$ cat src/rtl/apple1_pkg.sv
// apple1_pkg
// Shared definitions for the Apple-1 memory subsystem: default RAM
// geometry and the state encoding of the RAM arbiter.
package apple1_pkg;

    localparam int RAM_ADDR_W = 16;  // default RAM address width
    localparam int RAM_DATA_W = 8;   // default RAM data width

    // IDLE    : CPU owns the RAM, DMA grant decided here
    // DMA_ACC : latched DMA address/data drive the RAM for one cycle
    // DMA_CAP : RAM read data of the DMA access is valid on ram_dout
    typedef enum logic [1:0] {
        IDLE    = 2'd0,
        DMA_ACC = 2'd1,
        DMA_CAP = 2'd2
    } arb_state_t;

endpackage : apple1_pkg

$ cat src/rtl/ram_arbiter.sv
// ram_arbiter
// Shares one synchronous RAM between the CPU and a DMA loader. The CPU
// always wins: a DMA access is only started when neither the current nor
// the next cycle is a CPU slot, so the single DMA_ACC cycle can never
// coincide with cpu_clken. The CPU path is purely combinational.
//
// A DMA transfer takes three cycles (IDLE grant, DMA_ACC, DMA_CAP). The
// completion outputs are registered: at the end of DMA_CAP the read byte
// is captured from ram_dout, the counter steps and dma_ack is raised, so
// dma_ack, dma_rdata and dma_count change together and dma_ack lasts
// exactly one cycle.
//
// Ports
//   sys_clock, reset_n            : clock (rising edge), async active-low reset
//   cpu_clken, cpu_slot_pre       : CPU slot strobe and its one-cycle lookahead
//   cpu_addr/wdata/we/ram_cs      : CPU RAM request
//   cpu_rdata                     : RAM read data to CPU (= ram_dout)
//   dma_req/we/addr/wdata         : DMA loader request
//   dma_ack, dma_rdata, dma_count : completion pulse, read byte, transfer count
//   ram_addr/din/rd/wr, ram_dout  : synchronous RAM port
module ram_arbiter
    import apple1_pkg::*;
#(
    parameter int ADDR_W = RAM_ADDR_W,
    parameter int DATA_W = RAM_DATA_W
) (
    input  logic              sys_clock,
    input  logic              reset_n,
    input  logic              cpu_clken,
    input  logic              cpu_slot_pre,
    input  logic [ADDR_W-1:0] cpu_addr,
    input  logic [DATA_W-1:0] cpu_wdata,
    input  logic              cpu_we,
    input  logic              cpu_ram_cs,
    output logic [DATA_W-1:0] cpu_rdata,
    input  logic              dma_req,
    input  logic              dma_we,
    input  logic [ADDR_W-1:0] dma_addr,
    input  logic [DATA_W-1:0] dma_wdata,
    output logic              dma_ack,
    output logic [DATA_W-1:0] dma_rdata,
    output logic [15:0]       dma_count,
    output logic [ADDR_W-1:0] ram_addr,
    output logic [DATA_W-1:0] ram_din,
    output logic              ram_rd,
    output logic              ram_wr,
    input  logic [DATA_W-1:0] ram_dout
);

    arb_state_t        state;
    logic              lat_we;
    logic [ADDR_W-1:0] lat_addr;
    logic [DATA_W-1:0] lat_wdata;

    // Grant only when this cycle is not a CPU slot and the next one is not
    // either; the access cycle then falls between two CPU slots.
    logic grant;
    assign grant = dma_req & ~cpu_slot_pre & ~cpu_clken;

    // NOTE: all state below is updated with non-blocking assignments so every
    // register samples the values from before the clock edge.
    always_ff @(posedge sys_clock or negedge reset_n) begin
        if (!reset_n) begin
            state     <= IDLE;
            lat_we    <= 1'b0;
            lat_addr  <= '0;
            lat_wdata <= '0;
            dma_ack   <= 1'b0;
            dma_rdata <= '0;
            dma_count <= '0;
        end else begin
            dma_ack <= 1'b0;
            case (state)
                IDLE: begin
                    if (grant) begin
                        state     <= DMA_ACC;
                        lat_we    <= dma_we;
                        lat_addr  <= dma_addr;
                        lat_wdata <= dma_wdata;
                    end
                end
                DMA_ACC: begin
                    state <= DMA_CAP;
                end
                DMA_CAP: begin
                    // Writes leave the previously captured read byte in place.
                    if (!lat_we) begin
                        dma_rdata <= ram_dout;
                    end
                    dma_ack   <= 1'b1;
                    dma_count <= dma_count + 16'd1;
                    state     <= IDLE;
                end
                default: begin
                    state <= IDLE;
                end
            endcase
        end
    end

    // RAM port mux. Decoded from the state register only, so a reset in the
    // middle of a transfer hands the RAM back to the CPU immediately.
    // NOTE: every output is given a value on every path of this block, which
    // keeps it purely combinational (no latches).
    always_comb begin
        if (state == DMA_ACC) begin
            ram_addr = lat_addr;
            ram_din  = lat_wdata;
            ram_rd   = ~lat_we;
            ram_wr   = lat_we;
        end else begin
            ram_addr = cpu_addr;
            ram_din  = cpu_wdata;
            ram_rd   = cpu_ram_cs;
            ram_wr   = cpu_we & cpu_ram_cs & cpu_clken;
        end
    end

    assign cpu_rdata = ram_dout;

endmodule : ram_arbiter

$ cat config.mk
export PLATFORM = sky130hd
export DESIGN_NAME = ram_arbiter
export DESIGN_NICKNAME = d
export VERILOG_FILES = /design/src/rtl/apple1_pkg.sv /design/src/rtl/ram_arbiter.sv
export SDC_FILE = /design/constraint.sdc
export NUM_CORES = 1
export LEC_CHECK = 0
export CORE_ASPECT_RATIO = 0.75
export CORE_MARGIN = 1
export CORE_UTILIZATION = 43
export DETAILED_ROUTE_END_ITERATION = 16
export GPL_ROUTABILITY_DRIVEN = 0
export HOLD_SLACK_MARGIN = 0.03
export PLACE_DENSITY = 0.86
export SYNTH_ARGS = -nofsm -noshare
export SYNTH_HDL_FRONTEND = slang
export SYNTH_SLANG_ARGS = --single-unit
export TNS_END_PERCENT = 5
$ cat constraint.sdc
create_clock -name sys_clock -period 3.35 [get_ports sys_clock]
set_clock_uncertainty 0.2 [all_clocks]
set_input_delay 1.005 -clock sys_clock [delete_from_list [all_inputs] [get_ports sys_clock]]
set_output_delay 1.005 -clock sys_clock [all_outputs]
set_load 0.01 [all_outputs]
==> results.cfg, run 1 <==
[placement]
dp_hpwl_um = 3920
port_buffers = 122
dp_cells = 357
place_ws_ps = -139

[synth]
ys_async_sr_fraction = 1.00
synth_enable_flop_cells = 0
syn-num-nets = 235
yosys.cell_count.top_type = mux2_2
synth_area_um2 = 2400
synth.distinct_cells = 23
ys_ff_latch = 52
syn_area_per_cell_um2 = 14.1
postSynthCellCount = 170
synth_commonest_cells = 58 x mux2_2, 52 x dfrtp_1, 12 x xnor2_1
synth_area_leaders = dfrtp_1 54%, mux2_2 27%, xnor2_1 4.4%
yosys_warnings = 0
seq_area_frac_synth = 0.541
synth_top_cell_area_share = 0.541
synth_top_cell_by_area = dfrtp_1
ys.flop_type = dfrtp_1

[cts]
clkLatencyLatePin_ps = 300
numCtsBuffers = 5
ctsHtreeMaxLevel = 2
cts.clk_slew.worst_paths_ps = 90
cts.sinks = 52
clock_path_buffers = 2
tritoncts = yes
cts-root-buf = clkbuf_8

[sta]
finalSetupTns_ps = 0
fin_crit_sh = 0.993
finalHoldViolCount = 0
max_freq_mhz = 301
rsz0062_at_grt = no
fin_ws_ps = 23.4
worstMarginPinSlew_ps = 705
min_period_ps = 3330
relSlewSlack = 0.529
slew_violations = 0
setup_viol = 0

[floorplanning]
core_area_um2 = 5350
rows = 23
start_util = 0.449
io-pin-count = 123
fp.dieH_um = 66.8
die-area_um2 = 5900
die_x_um = 88.3

[pwr]
p_leak_nw = 1.69
peakVddDrop_mv = 0.343
powerDensity_nw_per_um2 = 451
total_power_w = 0.00170

[critical_path]
crit_fanout = 1
start_kind = input pin
reg2reg_slack_ps = 1190
cp-end-kind = output port
cp.required_ps = 2140
arrival_ps = 2120
crit_type = in2out

[finish]
antenna_cells = 0
nets = 354
synthToLayoutAreaGrowth_pct = 57.1
finalNonFillerCells = 365
n_fill_cell = 411
finish.utilization = 0.705
seq_area_um2 = 1300
drive_above_1_share = 0.252
multiInputGateArea_um2 = 983

[route]
drcViolationCount = 0
drt-initial-drc-count = 32
wl_per_cell_um = 13.9
wl_um = 5070
vias_per_cell = 4.80
num_vias = 1753
dr.pass1.iters = 4
ant_nets = 0

[grt]
grt_pass1_wl_um = 8360
antenna_found_initial = 0
grt_max_degree = 29
first_global_vias = 1821
grt_overflow = 0
grt_usage = 0.188

[hold_path]
holdCritPathClass = reg2reg

[job]
maxCapViolCount = 0

[outcome]
status = finished clean
-- cells by family (layout without fill, tap and decap cells) --
group / after synthesis / after routing / share of synthesized area
multiplexers: 59 / 59 / 0.276
XOR/XNOR: 15 / 15 / 0.0547
AND/OR/NAND/NOR: 26 / 26 / 0.0713
AO/OA/AOI/OAI: 1 / 1 / 0.00208
flip-flops: 52 / 52 / 0.541
buffers and inverters: 16 / 136 / 0.0495
adder cells (fa/ha/maj): 1 / 1 / 0.00520
-- per-layer routing --
metal / routed length, um / track usage
met1: 2100 / 0.236
met2: 2480 / 0.313
met3: 472 / 0.0694
met4: 18 / 0.0363
met5: 0 / 0
-- flip-flops by register name, indices dropped and copies added, names as in the netlist --
register / flops
lat_we: 1
dma_count: 16
dma_rdata: 8
dma_ack: 1
lat_addr: 16
lat_wdata: 8
state: 2
-- power breakdown --
part	switching, W	total [W]	internal (W)
Clock	0.000202	0.000369	0.000167
Sequential	0.0000849	0.000841	0.000757
Combinational	0.000160	0.000491	0.000332
-- path summary, 6_finish.rpt --
kind | startpoint | to | cells past startpoint
min | dma_count[15] | dma_count[15] | 1
max reg2reg | state[1] | dma_rdata[7] | 3
max | cpu_wdata[7] | ram_din[7] | 3
max in group asynchronous | reset_n | lat_addr[8] | 2
min reg2reg | dma_count[15] | dma_count[15] | 1
min in group asynchronous | reset_n | dma_count[15] | 1
-- repair_timing --
| action | CTS | global route |
|---|---|---|
| gates resized for setup | 9 | 16 |
| hold buffers | 0 | 0 |
| setup endpoints to repair | 9 | 16 |
| pin swaps | 0 | 0 |
| buffers inserted | 0 | 0 |
-- final cells by class --
type	instances	share of cell area
Clock buffer	6	0.0219
Clock inverter	2	0.00398
Inverter	1	0.000994
Multi-Input combinational cell	102	0.261
Sequential cell	52	0.345
Tap cell	75	0.0249
Timing Repair Buffer	127	0.343
-- layout by cell type, fill, tap and decap left out --
master	synthesis	layout
and2b_1	2	2
nand2_1	5	5
mux2i_1	1	1
nor2b_1	2	2
nand3_1	3	3
and3_1	1	1
nand4_1	6	6
o21ai_0	1	1
xor2_1	3	3
dfrtp_1	52	52
dlymetal6s2s_1	0	16
and4_1	2	2
nand2b_1	1	1
and4b_1	1	1
nand3b_1	1	1
mux2_2	58	58
dlygate4sd2_1	0	9
ha_1	1	1
buf_12	0	1
nor2_1	1	1
inv_1	1	1
clkbuf_8	0	6
clkdlybuf4s50_1	0	96
xnor2_1	12	12
buf_4	11	4
buf_2	2	1
nor4_4	1	1
clkinvlp_4	0	2
-- per-stage QoR --
stage,instance area [um2],hold WS (ps)
after floorplan,2400,275
after global placement,3650,262
after global routing,3770,311
after CTS,3730,293
after detailed placement,3650,279
final,3770,283
-- critical path, cell delays in order --
cell,delay (ps)
clkdlybuf4s50_1,390
mux2_2,250
clkdlybuf4s50_1,470
No activity file was read; power rests on OpenSTA's default activity.
==> run 2, diff against run 1 <==
--- a/config.mk
+++ b/config.mk
@@ -5,13 +5,16 @@
 export SDC_FILE = /design/constraint.sdc
 export NUM_CORES = 1
 export LEC_CHECK = 0
+export CELL_PAD_IN_SITES_DETAIL_PLACEMENT = 1
+export CELL_PAD_IN_SITES_GLOBAL_PLACEMENT = 1
 export CORE_ASPECT_RATIO = 0.75
 export CORE_MARGIN = 1
-export CORE_UTILIZATION = 43
+export CORE_UTILIZATION = 48
 export DETAILED_ROUTE_END_ITERATION = 16
+export DONT_BUFFER_PORTS = 1
 export GPL_ROUTABILITY_DRIVEN = 0
 export HOLD_SLACK_MARGIN = 0.03
-export PLACE_DENSITY = 0.86
+export PLACE_DENSITY_LB_ADDON = 0.1
 export SYNTH_ARGS = -nofsm -noshare
 export SYNTH_HDL_FRONTEND = slang
 export SYNTH_SLANG_ARGS = --single-unit
==> run 2 against run 1 <==
Combinational power shrank 58%. Cell count down 39%. Maximum frequency increased by 14%. Routed wire length decreased by 14%. Die area fell by 10%. Utilization decreased by 17 points. Power down 15%. Cell area decreased by 35%. Non-clock buffer count shrank 125. Critical endpoint is now ram_din[6].
==> results.cfg, run 2 (synthesized netlist as in run 1, its figures left out) <==
[outcome]
status = finished clean

[grt]
use_met3 = 0.0708
grt-busiest-layer = met2
grt_pass1_wl_um = 7120
grt_usage = 0.177
first_global_vias = 1375
grt_use_met1 = 0.213
grt_use_met2 = 0.278
grt_max_degree = 53
grt_overflow = 0
antenna_found_initial = 0

[route]
dr.pass1.iters = 3
wl_per_cell_um = 19.7
vias_per_cell = 5.70
wl_um = 4370
drcViolationCount = 0
num_vias = 1266
drt-initial-drc-count = 24
ant_nets = 0

[placement]
dp_hpwl_um = 3170
placed_cell_area_um2 = 2370
port_buffers = 0
dp_cells = 214

[sta]
relSlewSlack = 0.537
min_period_ps = 2910
fin_crit_sh = 0.869
max_freq_mhz = 344
slew_violations = 0
setup_viol = 0
worstMarginPinSlew_ps = 693
finalHoldViolCount = 0
finalSetupTns_ps = 0
rsz0062_at_grt = no

[cts]
clock_path_buffers = 2
cts.clk_slew.worst_paths_ps = 90
ctsHtreeMaxLevel = 2
cts-root-buf = clkbuf_8
clkLatencyLatePin_ps = 300
holdBufCountCts = 0
numCtsBuffers = 5
tritoncts = yes
post_cts_buffers = 0
cts.repair.resized = 0
cts.sinks = 52

[critical_path]
crit_fanout = 28
cp.required_ps = 2140
start_kind = register
critPathTopFamily = flip-flops
cp-end-kind = output port
cp_slowest_cell = dfrtp_1
path_cells = and2b_1 > buf_4 > mux2_2
crit_type = reg2out
cp.buffers_inverters = 1
arrival_ps = 1710
max_stage_delay_ps = 440

[finish]
layout_commonest_cell = mux2_2
nets = 229
n_fill_cell = 450
layout.cells.most_common_list = 58 x mux2_2, 52 x dfrtp_1, 12 x xnor2_1, 6 x nand4_1, 6 x clkbuf_8
antenna_cells = 0
synthToLayoutAreaGrowth_pct = 2.66
finalNonFillerCells = 222
largestRegisters = dma_count x16, lat_addr x16
finish.utilization = 0.534
drive_above_1_share = 0.418
final_design_area_no_fill_um2 = 2470

[floorplanning]
fp.dieH_um = 63.3
die_x_um = 83.7
die-area_um2 = 5300
rows = 21
start_util = 0.520
io-pin-count = 123
core_area_um2 = 4620

[job]
maxCapViolCount = 0

[pwr]
peakVddDrop_mv = 0.318
p_leak_nw = 1.05
powerDensity_nw_per_um2 = 587

[hold_path]
holdCritPathClass = in2async
run 2: cell types whose count changed in the layout (fill, tap and decap cells not counted):
cell,change
clkdlybuf4s50_1,-96
dlygate4sd2_1,-9
buf_12,-1
buf_4,-2
clkinv_2,+2
dlymetal6s2s_1,-16
clkinvlp_4,-2
buf_2,-1
run 2: worst paths after layout:
check	slack, ps	from	cells after the start	end
setup / recovery	440	state[1]	3	ram_din[6]
hold / removal	190	reset_n	0	lat_addr[8]
setup reg to reg	1160	state[1]	3	dma_rdata[0]
hold reg to reg	310	lat_wdata[7]	1	lat_wdata[7]
max in group asynchronous	2670	reset_n	0	dma_rdata[7]
min in group sys_clock	310	lat_wdata[7]	1	lat_wdata[7]
run 2: layout make-up:
| type | count | area, um2 | share of cell area |
|---|---|---|---|
| Timing Repair Buffer | 2 | 15.0 | 0.00609 |
| Multi-Input combinational cell | 102 | 983 | 0.399 |
| Sequential cell | 52 | 1300 | 0.527 |
| Clock inverter | 2 | 10.0 | 0.00406 |
| Tap cell | 57 | 71.3 | 0.0289 |
| Clock buffer | 6 | 82.6 | 0.0335 |
| Inverter | 1 | 3.75 | 0.00152 |
run 2: power breakdown:
group	internal, W	leakage, nW	switching [W]
sequential	0.000757	0.651	0.000129
clock	0.000165	0.0510	0.000193
combinational	0.000129	0.344	0.0000768
run 2: per-stage QoR:
step / setup slack (ps) / hold WS [ps] / power (W)
2_1_floorplan: 804 / 275 / 0.00106
3_3_place_gp: 779 / 283 / 0.00109
3_5_place_dp: 744 / 293 / 0.00111
4_1_cts: 412 / 176 / 0.00147
5_1_grt: 352 / 167 / 0.00153
6_report: 440 / 193 / 0.00145
run 2: per-layer routing:
layer | vias up | routed length, um
li1 | 572 | -
met1 | 611 | 1860
met2 | 76 | 2020
met3 | 7 | 420
met4 | 0 | 65
met5 | - | 0
